`config.mk`:
```
export PLATFORM = sky130hd
export DESIGN_NAME = uart_rx_ctrl_fsm
export DESIGN_NICKNAME = d
export VERILOG_FILES = /design/src/rtl/uart_rx_ctrl_fsm.sv
export SDC_FILE = /design/constraint.sdc
export NUM_CORES = 1
export LEC_CHECK = 0
export ABC_AREA = 0
export BUFFER_PORTS_ARGS = -buffer_cell sky130_fd_sc_hd__buf_2
export CAP_MARGIN = 0
export CORE_UTILIZATION = 40
export CTS_BUF_LIST = sky130_fd_sc_hd__clkbuf_4 sky130_fd_sc_hd__clkbuf_8
export CTS_CLUSTER_SIZE = 40
export DETAILED_ROUTE_END_ITERATION = 7
export PLACE_DENSITY_LB_ADDON = 0.1
export SYNTH_ARGS = -nofsm -noshare
export SYNTH_HDL_FRONTEND = slang
export SYNTH_SLANG_ARGS = --single-unit
```
`constraint.sdc`:
```
create_clock -name clk -period 7.29 [get_ports clk]
set_input_delay 1.458 -clock clk [delete_from_list [all_inputs] [get_ports clk]]
set_output_delay 1.458 -clock clk [all_outputs]
set_load 0.02 [all_outputs]
```
`src/rtl/uart_rx_ctrl_fsm.sv`:
```
// uart_rx_ctrl_fsm: UART receive sequencer with 3-point majority oversampling and frame checks.
// Define UART_RX_BREAK_DETECT_EN to add rx_break and the post-break idle qualification.
module uart_rx_ctrl_fsm #(
    parameter int PRESCALE_WIDTH = 6,
    parameter int BIT_CNT_WIDTH = 4,
    parameter int DATA_WIDTH = 8
) (
    input  logic                      clk,
    input  logic                      rst,
    input  logic                      rx_in,
    input  logic [PRESCALE_WIDTH-1:0] prescale,
    input  logic                      par_en,
    input  logic                      par_typ,
    input  logic [PRESCALE_WIDTH-1:0] edge_count,
    input  logic [BIT_CNT_WIDTH-1:0]  bit_count,
    output logic                      cnt_enable,
    output logic                      disable_bit_count,
    output logic [DATA_WIDTH-1:0]     p_data,
    output logic                      data_valid,
    output logic                      par_err,
    output logic                      stop_err,
`ifdef UART_RX_BREAK_DETECT_EN
    output logic                      rx_break,
`endif
    output logic                      busy
);
    typedef enum logic [2:0] {IDLE, START, DATA, PARITY, STOP} state_t;
    localparam logic [PRESCALE_WIDTH-1:0] ONE = PRESCALE_WIDTH'(1);
    state_t state, next_state;
    logic [PRESCALE_WIDTH-1:0] mid, prescale_q;
    logic [DATA_WIDTH-1:0] shift;
    logic s0, s1, s2, s2_eff, maj, bit_end, legal, abort, go, last_bit;
    logic par_en_q, par_typ_q;
    assign mid = prescale >> 1;
    assign bit_end = edge_count == prescale - ONE;
    assign legal = prescale inside {PRESCALE_WIDTH'(4), PRESCALE_WIDTH'(8), PRESCALE_WIDTH'(16), PRESCALE_WIDTH'(32)};
    assign busy = state != IDLE;
    assign abort = busy && prescale != prescale_q;
    assign last_bit = state == STOP && bit_end;
    assign cnt_enable = busy && !last_bit;
    assign disable_bit_count = !cnt_enable;
    // At prescale 4 the third sample coincides with bit end, so bypass its register.
    assign s2_eff = edge_count == mid + ONE ? rx_in : s2;
    assign maj = (s0 & s1) | (s0 & s2_eff) | (s1 & s2_eff);
`ifdef UART_RX_BREAK_DETECT_EN
    logic brk_hold, all_zero;
    logic [PRESCALE_WIDTH-1:0] high_cnt;
    assign go = legal && !rx_in && !brk_hold;
`else
    assign go = legal && !rx_in;
`endif
    always_ff @(posedge clk) begin
        if (rst) state <= IDLE;
        else state <= next_state;
    end
    always_comb begin
        next_state = state;
        case (state)
            IDLE:    next_state = go ? START : IDLE;
            START:   next_state = bit_end ? (maj ? IDLE : DATA) : START;
            DATA:    next_state = bit_end && bit_count == BIT_CNT_WIDTH'(DATA_WIDTH) ? (par_en_q ? PARITY : STOP) : DATA;
            PARITY:  next_state = bit_end ? STOP : PARITY;
            STOP:    next_state = bit_end ? IDLE : STOP;
            default: next_state = IDLE;
        endcase
        if (abort) next_state = IDLE;
    end
    always_ff @(posedge clk) begin
        if (rst) begin
            {s0, s1, s2} <= 3'b000;
        end else if (busy) begin
            if (edge_count == mid - ONE) s0 <= rx_in;
            if (edge_count == mid) s1 <= rx_in;
            if (edge_count == mid + ONE) s2 <= rx_in;
        end
    end
    always_ff @(posedge clk) begin
        if (rst) begin
            p_data <= '0;
            shift <= '0;
            data_valid <= 1'b0;
            par_err <= 1'b0;
            stop_err <= 1'b0;
            par_en_q <= 1'b0;
            par_typ_q <= 1'b0;
            prescale_q <= '0;
        end else begin
            data_valid <= 1'b0;
            if (state == IDLE && go) begin
                par_err <= 1'b0;
                stop_err <= 1'b0;
                shift <= '0;
                par_en_q <= par_en;
                par_typ_q <= par_typ;
                prescale_q <= prescale;
            end
            if (!abort && bit_end) begin
                if (state == DATA) shift <= {maj, shift[DATA_WIDTH-1:1]};
                if (state == PARITY) par_err <= maj != (^shift ^ par_typ_q);
                if (state == STOP) begin
                    stop_err <= !maj;
                    if (!par_err && maj) begin
                        p_data <= shift;
                        data_valid <= 1'b1;
                    end
                end
            end
        end
    end
`ifdef UART_RX_BREAK_DETECT_EN
    // A break keeps new starts blocked until the line has idled high for a full bit time.
    always_ff @(posedge clk) begin
        if (rst) begin
            rx_break <= 1'b0;
            brk_hold <= 1'b0;
            all_zero <= 1'b0;
            high_cnt <= '0;
        end else begin
            rx_break <= 1'b0;
            if (state == IDLE && go) all_zero <= 1'b1;
            if (!abort && bit_end && (state == DATA || state == PARITY)) all_zero <= all_zero & !maj;
            if (!abort && last_bit && all_zero && !maj) begin
                rx_break <= 1'b1;
                brk_hold <= 1'b1;
                high_cnt <= '0;
            end
            if (state == IDLE && brk_hold) begin
                high_cnt <= rx_in ? high_cnt + ONE : '0;
                if (rx_in && high_cnt == prescale - ONE) brk_hold <= 1'b0;
            end
        end
    end
`endif
endmodule

```
==> flow_results.xml <==
<?xml version="1.0" encoding="UTF-8"?>
<metrics>
  <group name="synth">
    <metric name="synth_area_per_inst" unit="sq um">8.556</metric>
    <metric name="most_frequently_used_flop_master_after_synthesis" unit="">sky130_fd_sc_hd__dfxtp_1</metric>
    <metric name="syn-instance-count" unit="">254</metric>
    <metric name="synth_cell_types" unit="">48</metric>
    <metric name="synth_edf_count" unit="">0</metric>
    <metric name="largest_family_of_logic_cells_by_synthesized_area" unit="">simple AND/OR/NAND/NOR gates</metric>
    <metric name="synth-seq-area-share" unit="">0.3040</metric>
    <metric name="synth_area_leader_cell" unit="">sky130_fd_sc_hd__dfxtp_1</metric>
    <metric name="synth_top_cell_area_share" unit="">0.3040</metric>
    <metric name="synthAdderAreaFrac" unit="">0.02879</metric>
    <metric name="postSynthNetCount" unit="">280</metric>
    <metric name="yosys.area_share.simple" unit="">0.2786</metric>
    <metric name="yosysWarnings" unit="">0</metric>
    <metric name="synth-compound-area-share" unit="">0.09211</metric>
    <metric name="post_synth_mux_area_share" unit="">0.1105</metric>
    <metric name="synthTopCellsByArea" unit="">sky130_fd_sc_hd__dfxtp_1 30%, sky130_fd_sc_hd__mux2i_1 11%, sky130_fd_sc_hd__xnor2_1 6.4%</metric>
    <metric name="postSynth.asyncResetShare" unit="">0</metric>
    <metric name="post_synth_xor_area_fraction" unit="">0.1249</metric>
    <metric name="synth.cell_area" unit="sq um">2173</metric>
    <metric name="synth_seq_cells" unit="">33</metric>
  </group>
  <group name="power">
    <metric name="power.static_leakage" unit="nW">1.061</metric>
    <metric name="p_sw" unit="W">0.0001076</metric>
    <metric name="p_comb_frac" unit="">0.142</metric>
    <metric name="peakVddDrop" unit="mV">0.06441</metric>
    <metric name="sequential_share_of_power" unit="">0.483</metric>
    <metric name="p_per_area" unit="nW/um^2">155.3</metric>
    <metric name="cellInternalPower" unit="W">0.0002692</metric>
    <metric name="power.clock.fraction" unit="">0.374</metric>
    <metric name="power.share.switching" unit="">0.2855</metric>
  </group>
  <group name="drt">
    <metric name="dr.first_iter.drc_count" unit="">78</metric>
    <metric name="drcViolationCount" unit="">0</metric>
    <metric name="drt-vias-per-instance" unit="">4.994</metric>
    <metric name="detail_route.wl_per_cell" unit="um">12.66</metric>
    <metric name="detail_route.first_pass.iterations" unit="">4</metric>
    <metric name="wirelength" unit="mm">4.445</metric>
    <metric name="num_vias" unit="">1753</metric>
    <metric name="antenna_violating_nets_post_route" unit="">0</metric>
  </group>
  <group name="global_route">
    <metric name="grt_usage" unit="">0.1620</metric>
    <metric name="grt_pass1_vias" unit="">1530</metric>
    <metric name="grt_start_max_net_pins" unit="">42</metric>
    <metric name="grt_antenna_before_repair" unit="">0</metric>
    <metric name="grt_first_pass_wirelength" unit="mm">7.003</metric>
    <metric name="grt_overflow_total" unit="">0</metric>
  </group>
  <group name="critical_path">
    <metric name="reg2regPathDepth" unit="">7</metric>
    <metric name="reg2reg_slack" unit="ps">4910</metric>
    <metric name="max_stage_delay" unit="ps">530</metric>
    <metric name="worstPathCellList" unit="">buf_2, inv_1, ha_1, a21boi_1, xnor2_1, nand3_1, or3_1, a21oi_1, inv_1, buf_2</metric>
    <metric name="regToRegEndpoint" unit="">shift[7]$_SDFF_PP0_</metric>
    <metric name="cp_max_fo" unit="">11</metric>
    <metric name="critPathKind" unit="">in2out</metric>
    <metric name="critical_path.slowest_cell" unit="">sky130_fd_sc_hd__or3_1</metric>
    <metric name="setup.worst_path.end_class" unit="">output port</metric>
    <metric name="start_kind" unit="">primary input</metric>
    <metric name="critical_path_arrival" unit="ps">3490</metric>
    <metric name="critPathRequiredTime" unit="ps">5830</metric>
    <metric name="crit-reg2reg-launch" unit="">state[0]$_SDFF_PP0_</metric>
  </group>
  <group name="place">
    <metric name="detailed_place_hpwl" unit="mm">3.130</metric>
    <metric name="dp_cells" unit="">343</metric>
    <metric name="place_worst_setup_slack" unit="ps">2352</metric>
    <metric name="port_buffers" unit="">34</metric>
    <metric name="place.gp.congestion" unit="">0.8499</metric>
  </group>
  <group name="clock_tree">
    <metric name="ctsRootBufferMaster" unit="">sky130_fd_sc_hd__clkbuf_8</metric>
    <metric name="postCtsHoldBufs" unit="">0</metric>
    <metric name="cts.repair_timing.setup_buffer_count" unit="">0</metric>
    <metric name="clock_slew_at_reported_path_ffs" unit="ps">70</metric>
    <metric name="clk-insertion-delay-late" unit="ps">290</metric>
    <metric name="cts_tree" unit="">yes</metric>
    <metric name="numClockSinks" unit="">33</metric>
    <metric name="cts_buffers" unit="">5</metric>
    <metric name="post_cts_resize_count" unit="">0</metric>
    <metric name="h-tree-depth" unit="">2</metric>
    <metric name="clockBufferDepth" unit="">2</metric>
  </group>
  <group name="floorplan">
    <metric name="chipHeight" unit="um">75.71</metric>
    <metric name="die_w" unit="um">75.71</metric>
    <metric name="dieArea" unit="sq um">5732</metric>
    <metric name="pin_count" unit="">35</metric>
    <metric name="starting_density" unit="">0.4202</metric>
    <metric name="core_area" unit="sq um">5172</metric>
    <metric name="std_cell_rows" unit="">26</metric>
  </group>
  <group name="cells_and_area">
    <metric name="mostFrequentLayoutCell" unit="">sky130_fd_sc_hd__buf_2</metric>
    <metric name="post_route_cells_drive_above_1_share" unit="">0.1744</metric>
    <metric name="fillCellCount" unit="">511</metric>
    <metric name="most-common-layout-cells" unit="">34 x sky130_fd_sc_hd__buf_2, 33 x sky130_fd_sc_hd__nor2_1, 33 x sky130_fd_sc_hd__dfxtp_1, 24 x sky130_fd_sc_hd__mux2i_1, 21 x sky130_fd_sc_hd__nand2b_1</metric>
    <metric name="fin_nets" unit="">306</metric>
    <metric name="final_core_area_utilization" unit="">0.4690</metric>
    <metric name="synthesis_to_finish_area_growth" unit="%">11.63</metric>
    <metric name="antenna_cells_inserted" unit="">0</metric>
    <metric name="layout.cells.non_filler" unit="">351</metric>
  </group>
  <group name="timing">
    <metric name="setup_violations" unit="">0</metric>
    <metric name="fin_tns_setup" unit="ps">0</metric>
    <metric name="timing.fmax" unit="MHz">202.1</metric>
    <metric name="clock-skew-final" unit="ps">6.314</metric>
    <metric name="timing_worst_slew_pin_value" unit="ps">643.5</metric>
    <metric name="final.setup.worst_slack" unit="ps">2341</metric>
    <metric name="hold_slack" unit="ps">471.8</metric>
    <metric name="finalHoldViolations" unit="">0</metric>
    <metric name="max-slew-margin-rel" unit="">0.5710</metric>
    <metric name="layout_worst_path_cycle_share" unit="">0.6789</metric>
    <metric name="unrepaired_setup_endpoints_after_global_routing" unit="">no</metric>
    <metric name="timing.final.max_slew_violations" unit="">0</metric>
    <metric name="timing.final.crit_period" unit="ps">4949</metric>
  </group>
  <group name="worst_hold_path">
    <metric name="min_delay_path_depth" unit="">2</metric>
    <metric name="hp-class" unit="">reg2reg</metric>
    <metric name="whs_endpoint" unit="">p_data[7]$_SDFFE_PP0P_</metric>
    <metric name="hold_path_startpoint" unit="">p_data[7]$_SDFFE_PP0P_</metric>
  </group>
  <group name="flow_run">
    <metric name="drv_cap" unit="">0</metric>
  </group>
  <group name="run_status">
    <metric name="run_status" unit="">finished, final reports clean</metric>
  </group>
</metrics>
power by group through the flow:
stage	clock, W	sequential (W)	combinational, W
2_1_floorplan	0	0.000186	0.0000403
3_3_place_gp	0	0.000186	0.0000538
3_5_place_dp	0	0.000186	0.0000535
4_1_cts	0.000145	0.000182	0.0000538
5_1_grt	0.000154	0.000182	0.0000594
6_report	0.000141	0.000182	0.0000537
per-layer routing:
metal	GRT usage	share of wire	wire length [um]	vias up
met1	0.2168	0.53	2358	802
li1	-	-	-	915
met5	0	0	0	-
met4	0.04938	0.011	51	0
met2	0.2579	0.42	1885	30
met3	0.03968	0.034	150	6
worst max path at each step:
stage	slack (ps)	cells past startpoint	start	end
4_1_cts	2340	10	prescale[2]	cnt_enable
6_report	2340	10	prescale[2]	cnt_enable
3_3_place_gp	2410	10	prescale[2]	cnt_enable
2_1_floorplan	2260	10	prescale[1]	cnt_enable
5_1_grt	2090	10	prescale[1]	cnt_enable
3_5_place_dp	2350	10	prescale[2]	cnt_enable
layout make-up:
| cell class | count | area [sq um] | share of cell area |
|---|---|---|---|
| inverter | 9 | 33.78 | 0.01392 |
| sequential | 33 | 660.6 | 0.2723 |
| tap | 70 | 87.58 | 0.03610 |
| clock inverter | 3 | 17.52 | 0.007220 |
| multi-input combinational | 196 | 1380 | 0.5688 |
| timing repair buffer | 35 | 177.7 | 0.07323 |
| clock buffer | 5 | 68.82 | 0.02837 |
cells in the mapped netlist, drive strengths merged, types with 2 or more instances:
master	instances
a211o	2
a21oi	7
a31oi	2
and2	10
buf	9
clkbuf	7
dfxtp	33
ha	5
inv	9
mux2i	24
nand2	9
nand2b	21
nand3	6
nand4b	2
nor2	33
nor2b	4
nor3	5
nor4	5
nor4b	2
o21ai	5
o311ai	3
o41ai	2
or3	2
xnor2	16
xor2	15
sequential cells by signal, indices dropped and copies added (netlist names):
register and cells:
data_valid 1, shift 8, s1 1, stop_err 1
par_en_q 1, par_typ_q 1, p_data 8, par_err 1
s0 1, state 3, s2 1, prescale_q 6
critical path: cells and delay by family:
family                   cells  cell delay, ps
AO/OA/AOI/OAI                2             520
XOR/XNOR                     1             140
adder cells (fa/ha/maj)      1             230
AND/OR/NAND/NOR              2             610
buffers and inverters        4             520
metrics by stage:
step	power (W)	cell area, sq um
floorplan	0.0002264	2173
global placement	0.0002401	2340
detailed placement	0.0002399	2340
CTS	0.0003807	2426
global route	0.0003956	2426
finish	0.0003769	2426
logic make-up after synthesis:
| logic type | Yosys count |
|---|---|
| flip-flops | 33 |
| XOR/XNOR | 31 |
| AO/OA/AOI/OAI | 29 |
| buffers and inverters | 25 |
| multiplexers | 24 |
| AND/OR/NAND/NOR | 107 |
| adder cells (fa/ha/maj) | 5 |
No activity file was read; power rests on OpenSTA's default activity.
